File: config.mk
export PLATFORM = sky130hd
export DESIGN_NAME = uart_rx
export DESIGN_NICKNAME = d
export VERILOG_FILES = /design/src/rtl/uart_rx.sv
export SDC_FILE = /design/constraint.sdc
export NUM_CORES = 1
export LEC_CHECK = 0
export ABC_CLOCK_PERIOD_IN_PS = 1820
export CORE_MARGIN = 8
export CORE_UTILIZATION = 49
export DETAILED_ROUTE_END_ITERATION = 12
export GPL_ROUTABILITY_DRIVEN = 0
export PLACE_DENSITY = 0.73
export SLEW_MARGIN = 10
export SYNTH_ARGS = -nofsm -noshare
export SYNTH_HDL_FRONTEND = slang
export SYNTH_SLANG_ARGS = --single-unit
File: constraint.sdc
create_clock -name clk -period 1.82 [get_ports clk]
set_input_delay 0.364 -clock clk [delete_from_list [all_inputs] [get_ports clk]]
set_output_delay 0.364 -clock clk [all_outputs]
set_load 0.03 [all_outputs]
File: src/rtl/uart_rx.sv
// uart_rx: 8N1 serial receiver with a 2-flop input synchronizer, mid-bit
// sampling and a valid/ready byte output. Framing errors and overruns are
// reported as single-cycle pulses.
module uart_rx #(
    parameter int CLK_FREQ = 27_000_000,
    parameter int BAUD     = 115_200
) (
    input  logic       clk,
    input  logic       rst,
    input  logic       rx,
    output logic [7:0] rdata,
    output logic       rvalid,
    input  logic       rready,
    output logic       frame_err,
    output logic       overrun,
    output logic       busy
);

    localparam int CPB = CLK_FREQ / BAUD;
    localparam int CW  = $clog2(CPB);
    localparam logic [CW-1:0] HALF_LAST = CW'(CPB / 2 - 1);
    localparam logic [CW-1:0] FULL_LAST = CW'(CPB - 1);

    // Fewer than 4 clocks per bit leaves no room for a mid-bit sample point.
    if (CPB < 4) begin : g_cpb_check
        $error("uart_rx: CLK_FREQ/BAUD must be at least 4");
    end

    typedef enum logic [2:0] {
        IDLE,
        START,
        DATA,
        STOP,
        BREAK
    } state_t;

    state_t        state;
    state_t        state_next;
    logic          rx_meta;
    logic          rxs;
    logic [CW-1:0] clk_cnt;
    logic [2:0]    bit_cnt;
    logic [7:0]    shreg;
    logic          half_hit;
    logic          full_hit;
    logic          shift_en;
    logic          deliver;
    logic          stop_bad;

    assign half_hit = (clk_cnt == HALF_LAST);
    assign full_hit = (clk_cnt == FULL_LAST);

    // Two-flop synchronizer; resets to the idle-high line level.
    always_ff @(posedge clk) begin
        if (rst) begin
            rx_meta <= 1'b1;
            rxs     <= 1'b1;
        end else begin
            rx_meta <= rx;
            rxs     <= rx_meta;
        end
    end

    // State register.
    always_ff @(posedge clk) begin
        if (rst) begin
            state <= IDLE;
        end else begin
            state <= state_next;
        end
    end

    // Next-state decisions, all taken on the synchronized line.
    always_comb begin
        state_next = state;
        case (state)
            IDLE: begin
                if (!rxs) begin
                    state_next = START;
                end
            end
            START: begin
                if (half_hit) begin
                    state_next = rxs ? IDLE : DATA;
                end
            end
            DATA: begin
                if (full_hit && (bit_cnt == 3'd7)) begin
                    state_next = STOP;
                end
            end
            STOP: begin
                if (full_hit) begin
                    state_next = rxs ? IDLE : BREAK;
                end
            end
            BREAK: begin
                if (rxs) begin
                    state_next = IDLE;
                end
            end
            default: state_next = IDLE;
        endcase
    end

    // Per-state strobes consumed by the datapath, plus the busy flag.
    always_comb begin
        busy     = (state != IDLE);
        shift_en = (state == DATA) && full_hit;
        deliver  = (state == STOP) && full_hit && rxs;
        stop_bad = (state == STOP) && full_hit && !rxs;
    end

    // Bit timing: clk counter restarts at every sample point, bit counter walks 0..7.
    always_ff @(posedge clk) begin
        if (rst) begin
            clk_cnt <= '0;
            bit_cnt <= 3'd0;
        end else begin
            case (state)
                START: begin
                    if (half_hit) begin
                        clk_cnt <= '0;
                        bit_cnt <= 3'd0;
                    end else begin
                        clk_cnt <= clk_cnt + 1'b1;
                    end
                end
                DATA: begin
                    if (full_hit) begin
                        clk_cnt <= '0;
                        bit_cnt <= bit_cnt + 3'd1;
                    end else begin
                        clk_cnt <= clk_cnt + 1'b1;
                    end
                end
                STOP: begin
                    clk_cnt <= full_hit ? '0 : clk_cnt + 1'b1;
                end
                default: begin
                    clk_cnt <= '0;
                end
            endcase
        end
    end

    // Data shift register, filled LSB first at each data-bit sample point.
    always_ff @(posedge clk) begin
        if (rst) begin
            shreg <= 8'h00;
        end else if (shift_en) begin
            shreg <= {rxs, shreg[7:1]};
        end
    end

    // Output handshake and error pulses; a byte arriving while the previous one
    // is still unaccepted is dropped and flagged, unless it is accepted this cycle.
    always_ff @(posedge clk) begin
        if (rst) begin
            rdata     <= 8'h00;
            rvalid    <= 1'b0;
            frame_err <= 1'b0;
            overrun   <= 1'b0;
        end else begin
            frame_err <= stop_bad;
            overrun   <= deliver && rvalid && !rready;
            if (deliver && (!rvalid || rready)) begin
                rdata  <= shreg;
                rvalid <= 1'b1;
            end else if (rvalid && rready) begin
                rvalid <= 1'b0;
            end
        end
    end

endmodule

==> results of run 1 <==
## worst max-delay path by stage
stage,start,slack (ns),end,cells after the start
2_1_floorplan,clk_cnt[0],0.04,state[2],6
3_3_place_gp,rready,-0.01,rdata[2],6
3_5_place_dp,clk_cnt[0],-0.09,rdata[0],6
4_1_cts,state[2],0.006,busy,2
5_1_grt,clk_cnt[1],-0.02,clk_cnt[6],8
6_report,clk_cnt[0],0.06,clk_cnt[6],8
## registers in the layout, indices dropped and copies added, names as in the netlist
register and flops:
bit_cnt 3, clk_cnt 8, frame_err 1, overrun 1, rdata 8, rvalid 1
rx_meta 1, rxs 1, shreg 8, state 3
## cell families after synthesis
| group | Yosys count |
|---|---|
| buffers and inverters | 12 |
| and+or+nand+nor | 69 |
| adders and majority gates | 5 |
| muxes | 20 |
| DFF | 35 |
| AOI/OAI and AO/OA | 10 |
| xor gates and xnor gates | 6 |
## cell usage after synthesis, drive strengths merged
master / n / share of area (%)
a21oi: 5 / 1.6
o21ai: 1 / 0.33
nor2b: 1 / 0.41
a32oi: 1 / 0.57
xnor2: 2 / 1.1
buf: 5 / 2.6
inv: 3 / 0.74
mux2i: 19 / 12
or4: 1 / 0.49
nor3b: 1 / 0.49
and4: 1 / 0.57
or2: 2 / 0.82
and4b: 1 / 0.65
ha: 5 / 4.1
mux2: 1 / 0.98
nor4bb: 1 / 0.65
or3: 1 / 0.41
nor3: 3 / 0.98
nand4b: 3 / 1.7
a31oi: 1 / 0.41
a2bb2oi: 1 / 0.98
nor2: 34 / 10
and2: 1 / 0.41
clkbuf: 4 / 0.98
nand4: 4 / 1.6
nor4b: 1 / 0.57
nand2b: 1 / 0.41
nand2: 7 / 1.7
and3: 1 / 0.41
nand3: 4 / 1.3
dfxtp: 35 / 46
a211oi: 1 / 0.49
xor2: 4 / 2.3
and2b: 1 / 0.49
## area by class of cell
| type | instances | area (um2) |
|---|---|---|
| clock buffer | 5 | 37.54 |
| clock inverter | 3 | 67.56 |
| fill | 230 | 1036 |
| inverter | 3 | 11.26 |
| multi-input combinational | 110 | 810.8 |
| sequential | 35 | 706.9 |
| tap | 33 | 41.29 |
| timing repair buffer | 32 | 291.5 |
## timing repair
| item | 4_1_cts | 5_1_grt |
|---|---|---|
| buffers inserted | 1 | 0 |
| pin swaps | 5 | 2 |
| endpoints found under the setup margin | 18 | 8 |
| gates resized for setup | 8 | 10 |
## power groups by stage
stage,clock [mW],combinational (mW),sequential (mW)
2_1_floorplan,0,0.0320,0.791
3_3_place_gp,0,0.0493,0.792
3_5_place_dp,0,0.0502,0.792
4_1_cts,0.714,0.0494,0.774
5_1_grt,0.745,0.0552,0.774
6_report,0.707,0.0510,0.773
## stage by stage
step / setup slack (ns) / TNS (ns)
finish: 0.05751 / 0
global route: -0.02403 / -0.07383
CTS: 0.005929 / 0
detailed placement: -0.09038 / -0.4135
global placement: -0.01369 / -0.05206
floorplan: 0.04395 / 0
## metal layers
| metal | up-vias | wire [um] | part of all wire, % | global-route usage [%] |
|---|---|---|---|---|
| li1 | 596 | - | - | - |
| met1 | 557 | 1305 | 42 | 13.71 |
| met2 | 29 | 1557 | 50 | 21.66 |
| met3 | 7 | 194 | 6.2 | 6.198 |
| met4 | 0 | 74 | 2.4 | 5.669 |
| met5 | - | 0 | 0 | 0 |
==> impl_metrics.ini, run 1 <==
[grt]
grt_max_degree = 28
antenna_found_initial = 0
grt_usage_pct = 13.02
first_global_vias = 1152
gr-total-overflow = 0
grt_pass1_wl_mm = 5.237

[setup_path]
crit_family = simple AND/OR/NAND/NOR gates
worstSetupStartpointType = register
worstSetupPathType = reg -> reg
reg2reg_depth = 8
reg2reg_slack_ns = 0.06
crit_arrival_ns = 2.05
r2r-end = clk_cnt[6]
slowest_delay_ns = 0.43
rr_startpoint = clk_cnt[0]
end_kind = register
cp_max_fo = 8
crit_chain = inv_1 -> ha_1 -> nand4b_1 -> nor3_2 -> a2bb2oi_2 -> or4_1 -> buf_6 -> nor2_4
worstPathRequired_ns = 2.11
worst_path_max_delay_cell = or4_1
crit_buf_inv = 2

[logic_synthesis]
synthMuxAreaShare_pct = 13.40
synth_fa_ha_area_share_pct = 4.085
syn_area_um2 = 1531
syn-num-nets = 166
yosys_warnings = 0
synthSimpleGateAreaFrac_pct = 24.59
ys_ff_latch = 35
synth_top_family_by_area = simple AND/OR/NAND/NOR gates
synth_compound_area_share_pct = 4.412
synth.distinct_cells = 38
ys_seq_area_share_pct = 45.75
post_synth_inst_count = 157
synth.avg_cell_area_um2 = 9.755
synth_xor_area_share_pct = 3.431

[cells_and_area]
nNetsFinal = 196
final_common_cell = dfxtp_1
instances_no_fill = 221
final_layout_size_suffix_gt1_share_pct = 25.00
fin_util_pct = 65.50
design_area_um2 = 1967
diodes = 0
final_cell_mix = 32 x dfxtp_1, 25 x nor2_1, 19 x mux2i_1
area_delta_synth_final_pct = 28.43

[power]
internal_power_mw = 1.218
swShare_pct = 20.47
p_comb_share_pct = 3.3
clockPowerShare_pct = 46.2
p_seq_share_pct = 50.5
total_power_mw = 1.532
total_leakage_power_nw = 0.7178
peakVddDrop_uv = 542.2
p_sw_mw = 0.3134
powerDensity_nw_per_um2 = 778.7

[floorplanning]
die_w_um = 71.91
num_io_pins = 16
die_h_um = 71.91
fp-row-count = 20
design.die.area_um2 = 5170
core_um2 = 3003
start_util_pct = 51.00

[clock_network]
htree_num_levels = 2
cts-root-buf = clkbuf_4
cts_buffer_depth = 2
clk_pin_slew_worst_paths_ns = 0.11
clk_latency_ns = 0.35
cts_buffers = 5
cts_tree = done
cts_sinks = 35
hold_buffers = 0

[place]
place_area_um2 = 1788
io_buffers = 15
post-dp-hpwl_mm = 2.227
dp.cells = 212

[route]
vias = 1189
wl_mm = 3.132
ant_nets = 0
first_pass_iters = 4
drt-initial-drc-count = 95
via_per_inst = 5.380
drcViolationCount = 0
wl_per_cell_um = 14.17

[sta]
worst_hold_slack_ns = 0.4268
min_period_ns = 1.762
worst_pin_slew_ns = 0.3311
fin_skew_ns = 0.006033
period_share_pct = 96.84
fmax_mhz = 567.4
slew_headroom_pct = 77.86
hold_viol = 0
drv_slew = 0
setup_viol = 0

[status]
status = finished clean

[hold_path]
hold_end = rxs
min-delay-start = rx_meta
hp-class = reg -> reg
hold_path_depth = 1

[flow_run]
maxCapViolCount = 0
No activity file was read; power rests on OpenSTA's default activity.
==> run 2: changes to the inputs <==
--- a/config.mk
+++ b/config.mk
@@ -11,7 +11,8 @@
 export DETAILED_ROUTE_END_ITERATION = 12
 export GPL_ROUTABILITY_DRIVEN = 0
 export PLACE_DENSITY = 0.73
-export SLEW_MARGIN = 10
+export REMOVE_ABC_BUFFERS = 1
+export SLEW_MARGIN = 20
 export SYNTH_ARGS = -nofsm -noshare
 export SYNTH_HDL_FRONTEND = slang
 export SYNTH_SLANG_ARGS = --single-unit
==> run 2 against run 1 <==
Net effect:
- via count is 1.2% lower
- critical path type is now reg -> out
- die area stayed put
- register-to-register slack hardly changed
- wire length is 1.9% higher
- setup slack better by 0.0089 ns
- highest routed layer unchanged
- design area is 2.7% lower
- combinational power is 2% lower
- largest power group unchanged
- sequential power hardly changed
- sequential share of layout area is 0.81 points higher
- critical path depth is 7 lower
- fmax is 0.51% higher
- total power is 6.9% lower
==> impl_metrics.ini, run 2 (same netlist as run 1, synthesis figures left out) <==
[clock_network]
cts_tree = done
clk_latency_ns = 0.34
cts_buffers = 5
hold_buffers = 0
cts-root-buf = clkbuf_4
clk_pin_slew_worst_paths_ns = 0.12
htree_num_levels = 2
cts_buffer_depth = 2
cts_sinks = 35

[sta]
worst_pin_slew_ns = 0.3498
worst_hold_slack_ns = 0.4296
drv_slew = 0
hold_viol = 0
slew_headroom_pct = 76.64
fin_skew_ns = 0.01283
setup_viol = 0
fmax_mhz = 570.3
min_period_ns = 1.754
period_share_pct = 96.35

[setup_path]
worstPathRequired_ns = 1.46
crit_start = rvalid
worstSetupPathType = reg -> out
crit_buf_inv = 1
reg2reg_depth = 9
worstSetupStartpointType = register
crit_chain = clkdlybuf4s50_1
crit_family = buffers and inverters
critical_path_depth = 1
worst_path_max_delay_cell = clkdlybuf4s50_1
crit_arrival_ns = 1.39
slowest_delay_ns = 0.68
end_kind = output port
reg2reg_slack_ns = 0.07
r2r-end = rdata[3]
crit_end = rvalid
rr_startpoint = clk_cnt[1]
cp_max_fo = 2

[cells_and_area]
final_common_cell = dfxtp_1
final_cell_mix = 33 x dfxtp_1, 25 x nor2_1, 19 x mux2i_1
top_regs = clk_cnt (8), rdata (8), shreg (8)
fin_util_pct = 63.71
area_delta_synth_final_pct = 24.92
diodes = 0
nNetsFinal = 194
regArea_um2 = 703.2
final.fill_count = 248
multi_input_area_um2 = 794.5
final_layout_size_suffix_gt1_share_pct = 25.27

[grt]
antenna_found_initial = 0
first_global_vias = 1210
grt_pass1_wl_mm = 5.292
gr-total-overflow = 0
grt_usage_pct = 13.36
grt_max_degree = 28

[route]
wl_mm = 3.193
first_pass_iters = 4
drcViolationCount = 0
via_per_inst = 5.365
ant_nets = 0
vias = 1175
wl_per_cell_um = 14.58
drt-initial-drc-count = 61

[floorplanning]
die_h_um = 71.91
num_io_pins = 16
design.die.area_um2 = 5170
start_util_pct = 51.00
core_um2 = 3003
fp-row-count = 20
die_w_um = 71.91

[power]
p_seq_share_pct = 54.3
p_comb_share_pct = 3.5
peakVddDrop_uv = 484.9
swShare_pct = 21.21
powerDensity_nw_per_um2 = 745.5
internal_power_mw = 1.124
total_leakage_power_nw = 0.7050
p_sw_mw = 0.3026
total_power_mw = 1.426
clockPowerShare_pct = 42.2

[flow_run]
maxCapViolCount = 0

[hold_path]
hp-class = reg -> reg

[place]
io_buffers = 15
post-dp-hpwl_mm = 2.166

[status]
status = finished clean
## run 2: cell types whose count changed in the layout (fill, tap and decap cells not counted), sizes merged
cell,delta
inv,+1
buf,-2
bufinv,-1
clkbuf,+1
clkinvlp,-1
## run 2: worst reg2reg max path: cells and delay by family (launching register included)
kind	cells	cell delay, ns
adders and majority gates	1	0.16
buffers and inverters	3	0.38
muxes	1	0.19
and+or+nand+nor	4	0.57
DFF	1	0.34
## run 2: worst min path at each step
stage	to	depth (start not counted)	from
floorplan	rxs	1	rx_meta
global placement	rxs	1	rx_meta
detailed placement	rxs	1	rx_meta
CTS	rxs	1	rx_meta
global route	rxs	1	rx_meta
finish	rxs	1	rx_meta
## run 2: layer usage
layer	track usage (%)	wire [um]	vias to the layer above
li1	-	-	593
met1	13.62	1348	542
met2	21.56	1602	30
met3	5.923	145	10
met4	9.297	96	0
met5	0	0	-
## run 2: power by group through the flow
stage / sequential (mW) / combinational [mW] / clock [mW]
2_1_floorplan: 0.792 / 0.0229 / 0
3_3_place_gp: 0.791 / 0.0494 / 0
3_5_place_dp: 0.792 / 0.0504 / 0
4_1_cts: 0.774 / 0.0490 / 0.619
5_1_grt: 0.776 / 0.0546 / 0.658
6_report: 0.774 / 0.0501 / 0.602
## run 2: timing repair
| item | CTS | global route |
|---|---|---|
| setup buffers | 1 | 1 |
| resized for setup | 3 | 12 |
| pin swaps | 0 | 5 |
| endpoints found under the setup margin | 17 | 31 |
## run 2: stage by stage
| stage | TNS [ns] | area (um2) | instances | setup WS, ns |
|---|---|---|---|---|
| global placement | -0.04505 | 1773 | 210 | -0.007954 |
| detailed placement | -0.1768 | 1773 | 210 | -0.04525 |
| CTS | -0.01147 | 1887 | 219 | -0.008489 |
| global route | -0.06547 | 1913 | 219 | -0.01970 |
| finish | 0 | 1913 | 219 | 0.06643 |
| floorplan | -0.4246 | 1476 | 148 | -0.05872 |
## run 2: layout make-up
type | instances | share of cell area [%]
Multi-Input combinational cell | 110 | 41.53
Sequential cell | 35 | 36.76
Timing Repair Buffer | 30 | 14.26
Clock buffer | 6 | 2.681
Tap cell | 33 | 2.158
Clock inverter | 2 | 2.027
Inverter | 3 | 0.5886
